`src/rtl/dac_adc_pkg.sv`:
```
// Shared definitions for the ADC pair decimator.
// Contents: Q15 scale shift, output sample width, h[n] width, the signed
// sample type and the offset-binary to two's-complement conversion.
package dac_adc_pkg;
  localparam int Q15   = 15;
  localparam int OUT_W = 16;
  localparam int H_W   = 19;

  typedef logic signed [OUT_W-1:0] smp_t;

  // Offset binary -> two's complement is an MSB flip.
  function automatic smp_t ob2s(input logic [OUT_W-1:0] x);
    return {~x[OUT_W-1], x[OUT_W-2:0]};
  endfunction
endpackage

```
`src/rtl/adc_pair_decim_if.sv`:
```
// Sample/result bus of adc_pair_decim.
//   in0, in1 : earlier / later ADC sample of a pair, offset binary
//   k        : decimation exponent (N = 2^k)
//   out_data : signed decimated result, held between strobes
//   out_stb  : one-cycle "out_data is new" pulse
//   ovf      : sticky saturation flag
// master = sample source, slave = decimator.
interface adc_pair_decim_if;
  import dac_adc_pkg::*;
  logic [OUT_W-1:0] in0;
  logic [OUT_W-1:0] in1;
  logic [3:0]       k;
  smp_t             out_data;
  logic             out_stb;
  logic             ovf;

  modport master (output in0, in1, k, input out_data, out_stb, ovf);
  modport slave  (input in0, in1, k, output out_data, out_stb, ovf);
endinterface

```
`src/rtl/adc_pair_hb.sv`:
```
// Three-tap half-band stage: converts each pair to signed, delays one pair
// and forms h[n] = floor((o[n]*2^14 + (e[n]+e[n+1])*COEFF) / 2^15).
//   clk, rst : clock, synchronous active-high reset
//   in0, in1 : raw offset-binary pair, one per clock
//   h, h_vld : 19-bit signed tap output and its valid
// h_vld rises only once h is built from two real pairs after reset.
module adc_pair_hb
  import dac_adc_pkg::*;
#(
  parameter logic signed [17:0] COEFF = 18'sd8192
) (
  input  logic                  clk,
  input  logic                  rst,
  input  logic [OUT_W-1:0]      in0,
  input  logic [OUT_W-1:0]      in1,
  output logic signed [H_W-1:0] h,
  output logic                  h_vld
);
  localparam int STAGES = 3;

  logic [STAGES:0]    vld_pipe;
  smp_t               e_cur, o_cur, e_prv, o_prv;
  logic signed [16:0] side;
  logic signed [35:0] p_c, p_s, h_full;

  // e_prv/o_prv hold pair n, e_cur holds pair n+1.
  assign side   = 17'(e_prv) + 17'(e_cur);
  assign h_full = p_c + p_s;

  always_ff @(posedge clk) begin
    if (rst) begin
      vld_pipe <= '0;
      e_cur    <= '0;
      o_cur    <= '0;
      e_prv    <= '0;
      o_prv    <= '0;
      p_c      <= '0;
      p_s      <= '0;
      h        <= '0;
    end else begin
      // One extra shift stage covers the second pair h[n] needs, so
      // vld_pipe[STAGES] marks the first h made from two real pairs.
      vld_pipe <= {vld_pipe[STAGES-1:0], 1'b1};
      e_cur    <= ob2s(in0);
      o_cur    <= ob2s(in1);
      e_prv    <= e_cur;
      o_prv    <= o_cur;
      p_c      <= 36'(o_prv) * 36'sd16384;
      p_s      <= 36'(side) * 36'(COEFF);
      h        <= H_W'(h_full >>> Q15);
    end
  end

  assign h_vld = vld_pipe[STAGES];
endmodule

```
`src/rtl/adc_pair_decim.sv`:
```
// ADC pair decimator: half-band tap (adc_pair_hb) followed by an N = 2^k
// block accumulator, arithmetic >>> k and saturation to 16 bits.
//   clk, rst : clock, synchronous active-high reset
//   bus      : adc_pair_decim_if.slave (in0, in1, k, out_data, out_stb, ovf)
// Optional macro ADC_PAIR_DECIM_OVF_EN: sticky ovf on any output saturation;
// without it ovf is tied low.
// Latency (k=0): out_stb 4 edges after the edge that samples pair n+1.
module adc_pair_decim
  import dac_adc_pkg::*;
#(
  parameter logic signed [17:0] COEFF = 18'sd8192,
  parameter int                 KMAX  = 8
) (
  input logic             clk,
  input logic             rst,
  adc_pair_decim_if.slave bus
);
  localparam int                     AW    = H_W + KMAX;
  localparam logic [3:0]             KMAX4 = 4'(KMAX);
  localparam logic signed [AW-1:0]   SMAX  = AW'(2**(OUT_W-1) - 1);
  localparam logic signed [AW-1:0]   SMIN  = AW'(-(2**(OUT_W-1)));
  localparam logic [KMAX:0]          CNT1  = {{KMAX{1'b0}}, 1'b1};

  logic signed [H_W-1:0] h;
  logic                  h_vld;

  adc_pair_hb #(.COEFF(COEFF)) u_hb (
    .clk   (clk),
    .rst   (rst),
    .in0   (bus.in0),
    .in1   (bus.in1),
    .h     (h),
    .h_vld (h_vld)
  );

  logic [KMAX:0]          cnt;
  logic [3:0]             k_clamp, k_use, k_blk, k_out;
  logic signed [AW-1:0]   acc, acc_base, acc_nxt, shifted;
  logic                   blk_end, done_q;
  smp_t                   sat_val, out_q;
  logic                   stb_q;

  always_comb begin
    k_clamp  = (bus.k > KMAX4) ? KMAX4 : bus.k;
    // k is taken from the port only on the first h of a block; the rest of
    // the block runs on the latched copy.
    k_use    = (cnt == '0) ? k_clamp : k_blk;
    acc_base = (cnt == '0) ? '0 : acc;
    acc_nxt  = acc_base + AW'(h);
    blk_end  = (cnt == (KMAX+1)'((1 << k_use) - 1));
  end

  always_ff @(posedge clk) begin
    if (rst) begin
      cnt    <= '0;
      acc    <= '0;
      k_blk  <= '0;
      k_out  <= '0;
      done_q <= 1'b0;
    end else begin
      done_q <= h_vld && blk_end;
      if (h_vld) begin
        acc <= acc_nxt;
        if (cnt == '0) k_blk <= k_clamp;
        if (blk_end) begin
          cnt   <= '0;
          k_out <= k_use;
        end else begin
          cnt <= cnt + CNT1;
        end
      end
    end
  end

  // acc holds the finished block sum for the cycle done_q is high.
  assign shifted = acc >>> k_out;

  always_comb begin
    if (shifted > SMAX)      sat_val = 16'sh7FFF;
    else if (shifted < SMIN) sat_val = 16'sh8000;
    else                     sat_val = OUT_W'(shifted);
  end

  always_ff @(posedge clk) begin
    if (rst) begin
      out_q <= '0;
      stb_q <= 1'b0;
    end else begin
      stb_q <= done_q;
      if (done_q) out_q <= sat_val;
    end
  end

  assign bus.out_data = out_q;
  assign bus.out_stb  = stb_q;

`ifdef ADC_PAIR_DECIM_OVF_EN
  logic ovf_q;
  always_ff @(posedge clk) begin
    if (rst)                                              ovf_q <= 1'b0;
    else if (done_q && (shifted > SMAX || shifted < SMIN)) ovf_q <= 1'b1;
  end
  assign bus.ovf = ovf_q;
`else
  assign bus.ovf = 1'b0;
`endif
endmodule

```
`src/flat_wrapper.sv`:
```
// flat-port wrapper written by rule: the top's interface ports become plain ports
module adc_pair_decim_flat import dac_adc_pkg::*;
#(
  parameter logic signed [17:0] COEFF = 18'sd8192,
  parameter int                 KMAX  = 8
)
  (clk, rst, bus_in0, bus_in1, bus_k, bus_out_data, bus_out_stb, bus_ovf);
  adc_pair_decim_if bus_i ();
  input logic clk;
  input logic rst;
  input wire logic [$bits(bus_i.in0)-1:0] bus_in0;
  input wire logic [$bits(bus_i.in1)-1:0] bus_in1;
  input wire logic [$bits(bus_i.k)-1:0] bus_k;
  output wire logic [$bits(bus_i.out_data)-1:0] bus_out_data;
  output wire logic [$bits(bus_i.out_stb)-1:0] bus_out_stb;
  output wire logic [$bits(bus_i.ovf)-1:0] bus_ovf;
  assign bus_i.in0 = bus_in0;
  assign bus_i.in1 = bus_in1;
  assign bus_i.k = bus_k;
  assign bus_out_data = bus_i.out_data;
  assign bus_out_stb = bus_i.out_stb;
  assign bus_ovf = bus_i.ovf;
  adc_pair_decim #(.COEFF(COEFF), .KMAX(KMAX)) u_core (.clk(clk), .rst(rst), .bus(bus_i));
endmodule
```
`config.mk`:
```
export PLATFORM = sky130hd
export DESIGN_NAME = adc_pair_decim_flat
export DESIGN_NICKNAME = d
export VERILOG_FILES = /design/src/rtl/dac_adc_pkg.sv /design/src/rtl/adc_pair_decim_if.sv /design/src/rtl/adc_pair_hb.sv /design/src/rtl/adc_pair_decim.sv /design/src/flat_wrapper.sv
export SDC_FILE = /design/constraint.sdc
export NUM_CORES = 1
export LEC_CHECK = 0
export CAP_MARGIN = 10
export CELL_PAD_IN_SITES_DETAIL_PLACEMENT = 1
export CELL_PAD_IN_SITES_GLOBAL_PLACEMENT = 2
export CORE_MARGIN = 5
export CORE_UTILIZATION = 34
export DETAILED_ROUTE_END_ITERATION = 12
export PLACE_DENSITY_LB_ADDON = 0.1
export SYNTH_ARGS = -nofsm -noshare
export SYNTH_HDL_FRONTEND = slang
export SYNTH_SLANG_ARGS = --single-unit
```
`constraint.sdc`:
```
create_clock -name clk -period 4.15 [get_ports clk]
set_input_delay 0.83 -clock clk [delete_from_list [all_inputs] [get_ports clk]]
set_output_delay 0.83 -clock clk [all_outputs]
set_load 0.02 [all_outputs]
```
Word level (Yosys, flattened, before mapping)
Cells that the tools add are included.
{"block": "classes", "addsub": 5, "magnitude_cmp": 3, "n_eq_ne": 1, "n_shift": 2, "muxes": 7, "n_bitwise": 2, "n_reduce_logical": 3}
{"operator": "$mux W16", "count": 2}
{"operator": "$add A30 B30 Y31", "count": 1}
{"operator": "$add A27 B16 Y27", "count": 1}
{"operator": "$gt A27 B16 Y1 const B", "count": 1}
{"operator": "$lt A27 B16 Y1 const B", "count": 1}
{"operator": "$mux W27", "count": 1}
{"operator": "$sshr A27 B4 Y27", "count": 1}
{"operator": "$add A16 B16 Y17", "count": 1}
{"operator": "$add A9 B1 Y9 const B", "count": 1}
{"operator": "$eq A9 B9 Y1", "count": 1}
{"operator": "$logic_not A9 Y1", "count": 1}
{"operator": "$mux W9", "count": 1}
{"operator": "$shl A1 B4 Y9 const A", "count": 1}
{"operator": "$sub A9 B2 Y9 const B", "count": 1}
{"operator": "$mux W4", "count": 2}
{"operator": "$gt A4 B4 Y1 const B", "count": 1}
{"operator": "$not A1 Y1", "count": 2}
{"operator": "$reduce_and A2 Y1", "count": 1}
{"operator": "$logic_and A1 B1 Y1", "count": 1}
{"operator": "$mux W1", "count": 1}
{"block": "totals", "register_bits": 206, "in_bits": 38, "out_inout_bits": 18, "elab_cells": 41}

Longest topological paths before layout
{"block": "depth", "ltp_word": 7, "depth_mapped": 19, "depth_no_buf": 16}

Modules after synthesis
From an unflattened synthesis, not the netlist that was laid out.
{"block": "hier_totals", "cells_unflattened": 1116, "hier_area_um2": 10164.7}
{"module": "adc_pair_decim", "instances": 1, "cells_per_inst": 663, "area_each_um2": 5481.5, "seq_area_each_um2": 1241.2}
{"module": "adc_pair_hb", "instances": 1, "cells_per_inst": 453, "area_each_um2": 4683.2, "seq_area_each_um2": 2322.2}

Least setup slack after synthesis
OpenSTA, ideal clock, no wires.
{"block": "synth_path", "kind": "reg-to-reg", "start": "register u_core.cnt[0]", "end": "register u_core.acc[26]", "setup_ns": 0.127, "arrival_ns": 4.065, "required_time_ns": 4.023, "path_slack_ns": -0.042, "stages_incl_launch_ff": 18, "n_path_buf": 1, "period_less_slack_ns": 4.192, "cell_sequence": "dfxtp_1 inv_1 ha_1 nor4b_1 nand2_1 clkbuf_1 and2_1 ha_1 fa_1 a21o_1 a221o_1 o31ai_1 o211ai_1 a21bo_2 nand2b_1 a31oi_1 mux2i_1 nand4_1"}
{"block": "synth_between", "elab_chain_cells": 3}
{"element": "start, declared", "line_no": "adc_pair_decim.sv:36", "text": "logic [KMAX:0] cnt;"}
{"element": "start signal, assigned", "line_no": "adc_pair_decim.sv:69", "text": "cnt <= cnt + CNT1;"}
{"element": "$logic_not A9 Y1", "line_no": "adc_pair_decim.sv:48", "text": "acc_base = (cnt == '0) ? '0 : acc;"}
{"element": "$mux W27", "line_no": "adc_pair_decim.sv:48"}
{"element": "$add A27 B16 Y27", "line_no": "adc_pair_decim.sv:49", "text": "acc_nxt = acc_base + AW'(h);"}
{"element": "end signal, assigned", "line_no": "adc_pair_decim.sv:63", "text": "acc <= acc_nxt;"}
{"element": "end, declared", "line_no": "adc_pair_decim.sv:38", "text": "logic signed [AW-1:0] acc, acc_base, acc_nxt, shifted;"}
No other way between the ends.
A chain may end at the register's enable or synchronous reset.

Worst setup path in the final report
{"block": "layout_path", "start": "register u_core.cnt[5]", "end": "register u_core.k_out[2]"}
{"block": "layout_between", "elab_chain_cells": 6}
{"element": "$logic_not A9 Y1", "line_no": "adc_pair_decim.sv:47", "text": "k_use = (cnt == '0) ? k_clamp : k_blk;"}
{"element": "$mux W4", "line_no": "adc_pair_decim.sv:47"}
{"element": "$shl A1 B4 Y9", "line_no": "adc_pair_decim.sv:50", "text": "blk_end = (cnt == (KMAX+1)'((1 << k_use) - 1));"}
{"element": "$sub A9 B2 Y9", "line_no": "adc_pair_decim.sv:50"}
{"element": "$eq A9 B9 Y1", "line_no": "adc_pair_decim.sv:50"}
{"element": "$reduce_and A2 Y1 (no line)"}
{"element": "end signal, assigned", "line_no": "adc_pair_decim.sv:67", "text": "k_out <= k_use;"}
{"element": "end, declared", "line_no": "adc_pair_decim.sv:37", "text": "logic [3:0] k_clamp, k_use, k_blk, k_out;"}
Several ways; a longest one is shown, not always the timed one.

==> results.cfg <==
[placement]
placed_area_mm2 = 0.0107
dp_hpwl_um = 17000
globalplace.congestion = 0.787
pre_cts_ws_ps = -61.9
io_buffers = 54

[pwr]
p_clk_share_pct = 43.5
p_per_area_mw_per_mm2 = 337
ir_drop_mv = 0.242
switching_share_pct = 27.7
pwr-share-seq_pct = 47.1
p_comb_share_pct = 9.4
p_sw_w = 0.00106
finalPower_w = 0.00382
intPower_w = 0.00277
p_leak_nw = 4.61

[critical_path]
critPathCaptureType = register
worst-r2r-cell-count = 15
worstPathMaxFanout = 17
worstReg2RegStart = u_core.cnt[5]$_SDFFE_PP0P_
r2r_setup_slack_ps = 270
critPathKind = register to register
critical_path_required_ps = 4500
start_kind = register
crit_arrival_ps = 4230
r2r_end = u_core.k_out[2]$_SDFFE_PP0P_

[timing]
skew_ps = 14.1
setup_slack_ps = 270
setup_viol = 0
worst_pin_slew_ps = 723
slew_violations = 0
setup-tns-final_ps = 0
min_period_ps = 3880
max_freq_mhz = 258
relSlewSlack_pct = 51.7
hold_viol_final = 0
rsz0062_at_grt = no
fin_crit_sh_pct = 93.5

[yosys]
synth.area.top_cells = dfxtp_1, ha_1, nor2b_1, mux2i_1, nor2_1
async_flop_share_pct = 0
syn-num-nets = 1168
yosysTopAreaCell = dfxtp_1
syn_area_per_cell_um2 = 9.02
synth_edf_count = 0
syn_inst = 1068
syn-cell-area_mm2 = 0.00963
yosys.area.top_type_share_pct = 37.0
ys_ff_latch = 178
synth_seq_area_share_pct = 37.0
yosys_warnings = 0
synth_cell_type_count = 73
synth-main-ff-cell = dfxtp_1

[floorplan]
fp.coreArea_mm2 = 0.0279
rows = 61
die_y_um = 178
die-area_mm2 = 0.0318
start_util_pct = 34.6
io-pin-count = 56
die-width_um = 178

[grt]
grt_max_degree = 120
grt_use_met2_pct = 24.7
grt_use_total_pct = 14.6
grt_busiest_layer = met2
antenna_found_initial = 0
use_met1_pct = 19.8
grt_pass1_wl_um = 38100
met3_usage_pct = 2.20
grt_pass1_vias = 7518
grt-ovfl-total = 0

[detailed_routing]
vias = 7547
drt_iter0_markers = 244
drc = 0
routed_via_density = 5.00
wl_per_cell_um = 15.0
postRouteAntennaNets = 0
dr.pass1.iters = 4
drt_wl_total_um = 22700

[clock_tree]
clockRootBuffer = clkbuf_16
cts_buffers = 17
clk_pin_slew_ps = 90
clockBufferDepth = 2
cts_tree = yes
post_cts_buffers = 0
insertion_delay_ps = 440
cts_sinks = 178
htree_levels = 4

[run_status]
outcome = complete, no violations

[final_layout]
areaGrowthSynthToFinish_pct = 17.7
layout_common_cells = dfxtp_1, nor2_1, nor2b_1, nand2_1, ha_1
postLayoutCoreUtil_pct = 40.7
n_antenna_cell = 0
final_area_mm2 = 0.0113
final_common_cell = dfxtp_1
drive_above_1_share_pct = 10.6
finalNetCount = 1219

[job]
max_cap_violations = 0

[min_path]
hold_depth = 1
min-delay-start = u_core.u_hb.o_cur[1]$_SDFF_PP0_
hold_path_class = register to register
hold_end = u_core.u_hb.o_prv[1]$_SDFF_PP0_
-- power groups by stage --
stage / Combinational [W] / Sequential (W) / Clock [W]
floorplan: 0.000251 / 0.00183 / 0
finish: 0.000361 / 0.00180 / 0.00166
detailed placement: 0.000364 / 0.00184 / 0
global route: 0.000406 / 0.00181 / 0.00180
global placement: 0.000361 / 0.00184 / 0
CTS: 0.000366 / 0.00180 / 0.00173
-- how the worst max path moves through the flow --
stage                          startpoint                           end  slack, ps  depth (start not counted)
2_1_floorplan  u_core.cnt[2]$_SDFFE_PP0P_   u_core.acc[26]$_SDFFE_PP0P_        110                         16
3_3_place_gp                     bus_k[1]  u_core.k_out[2]$_SDFFE_PP0P_         90                         15
3_5_place_dp                     bus_k[1]  u_core.k_out[2]$_SDFFE_PP0P_        -60                         15
4_1_cts        u_core.cnt[1]$_SDFFE_PP0P_   u_core.acc[26]$_SDFFE_PP0P_         20                         17
5_1_grt        u_core.cnt[1]$_SDFFE_PP0P_   u_core.acc[14]$_SDFFE_PP0P_         10                         18
6_report       u_core.cnt[5]$_SDFFE_PP0P_  u_core.k_out[2]$_SDFFE_PP0P_        270                         15
-- logic make-up after synthesis --
group | synth area share (%)
AOI/OAI and AO/OA | 15.3
and+or+nand+nor | 21.8
muxes | 9.00
DFF | 37.0
xor gates and xnor gates | 5.00
buffers and inverters | 3.55
other | 0.0389
adders and majority gates | 8.29
-- Yosys cell counts, types with 4 or more instances --
cell and count:
nor3_1 26, buf_2 6, xor2_1 25, mux2i_1 45
buf_1 10, nand3_1 13, nor4_1 5, and2_1 36
a311oi_1 9, nand2_1 64, a31oi_1 8, or3_1 7
or2_2 4, mux2_2 15, a21o_1 11, nand2b_1 17
inv_1 23, dfxtp_1 178, a21boi_0 4, and3_1 9
nand4_1 7, o21bai_1 5, a22o_1 11, buf_6 4
a21oi_1 46, clkbuf_1 34, o21ai_0 51, o211ai_1 8
o31ai_1 7, xnor2_1 30, ha_1 59, a211oi_1 13
o22ai_1 7, nor2_1 103, mux4_2 11, nor2b_1 97
-- critical path, cell delays in order (launching register included) --
cell	delay, ps
dfxtp_1	330
buf_4	160
or4b_4	660
o21ai_2	290
a221oi_2	110
nand2_1	100
ha_1	350
inv_1	160
a32o_1	250
mux2_2	270
xnor2_1	130
nor4b_2	300
and3_1	240
buf_12	170
nor2_2	40
a311oi_2	240
-- metal layers --
| layer | vias to the layer above | part of all wire [%] |
|---|---|---|
| li1 | 3869 | - |
| met1 | 3577 | 50 |
| met2 | 84 | 47 |
| met3 | 17 | 2.2 |
| met4 | 0 | 1.1 |
| met5 | - | 0 |
-- area by class of cell --
| cell class | instances | area, um2 |
|---|---|---|
| Multi-Input combinational cell | 811 | 5790 |
| Tap cell | 378 | 473 |
| Timing Repair Buffer | 88 | 822 |
| Clock buffer | 18 | 429 |
| Inverter | 23 | 86.3 |
| Clock inverter | 14 | 180 |
| Fill cell | 3230 | 16500 |
| Sequential cell | 178 | 3560 |
-- registers in the layout, indices dropped and copies added (netlist names), 9 cells and up --
signal	flops
u_core.u_hb.o_prv	16
u_core.u_hb.e_prv	16
u_core.cnt	9
u_core.u_hb.h	16
u_core.u_hb.p_c	16
u_core.u_hb.e_cur	16
u_core.u_hb.p_s	16
u_core.acc	27
u_core.bus.out_data	16
u_core.u_hb.o_cur	16
-- per-stage QoR --
stage                     hold slack (ps)  std cells
after floorplan                       414       1068
after global routing                  452       1510
after CTS                             442       1510
after detailed placement              424       1478
after global placement                415       1478
final                                 437       1510
-- timing repair --
| action | in CTS | in global routing |
|---|---|---|
| endpoints found under the setup margin | 0 | 10 |
| hold buffers | 0 | 0 |
| hold endpoints to repair | 0 | 0 |
| resized for setup | 0 | 10 |
Note: power is estimated with default switching activity, not from simulation.
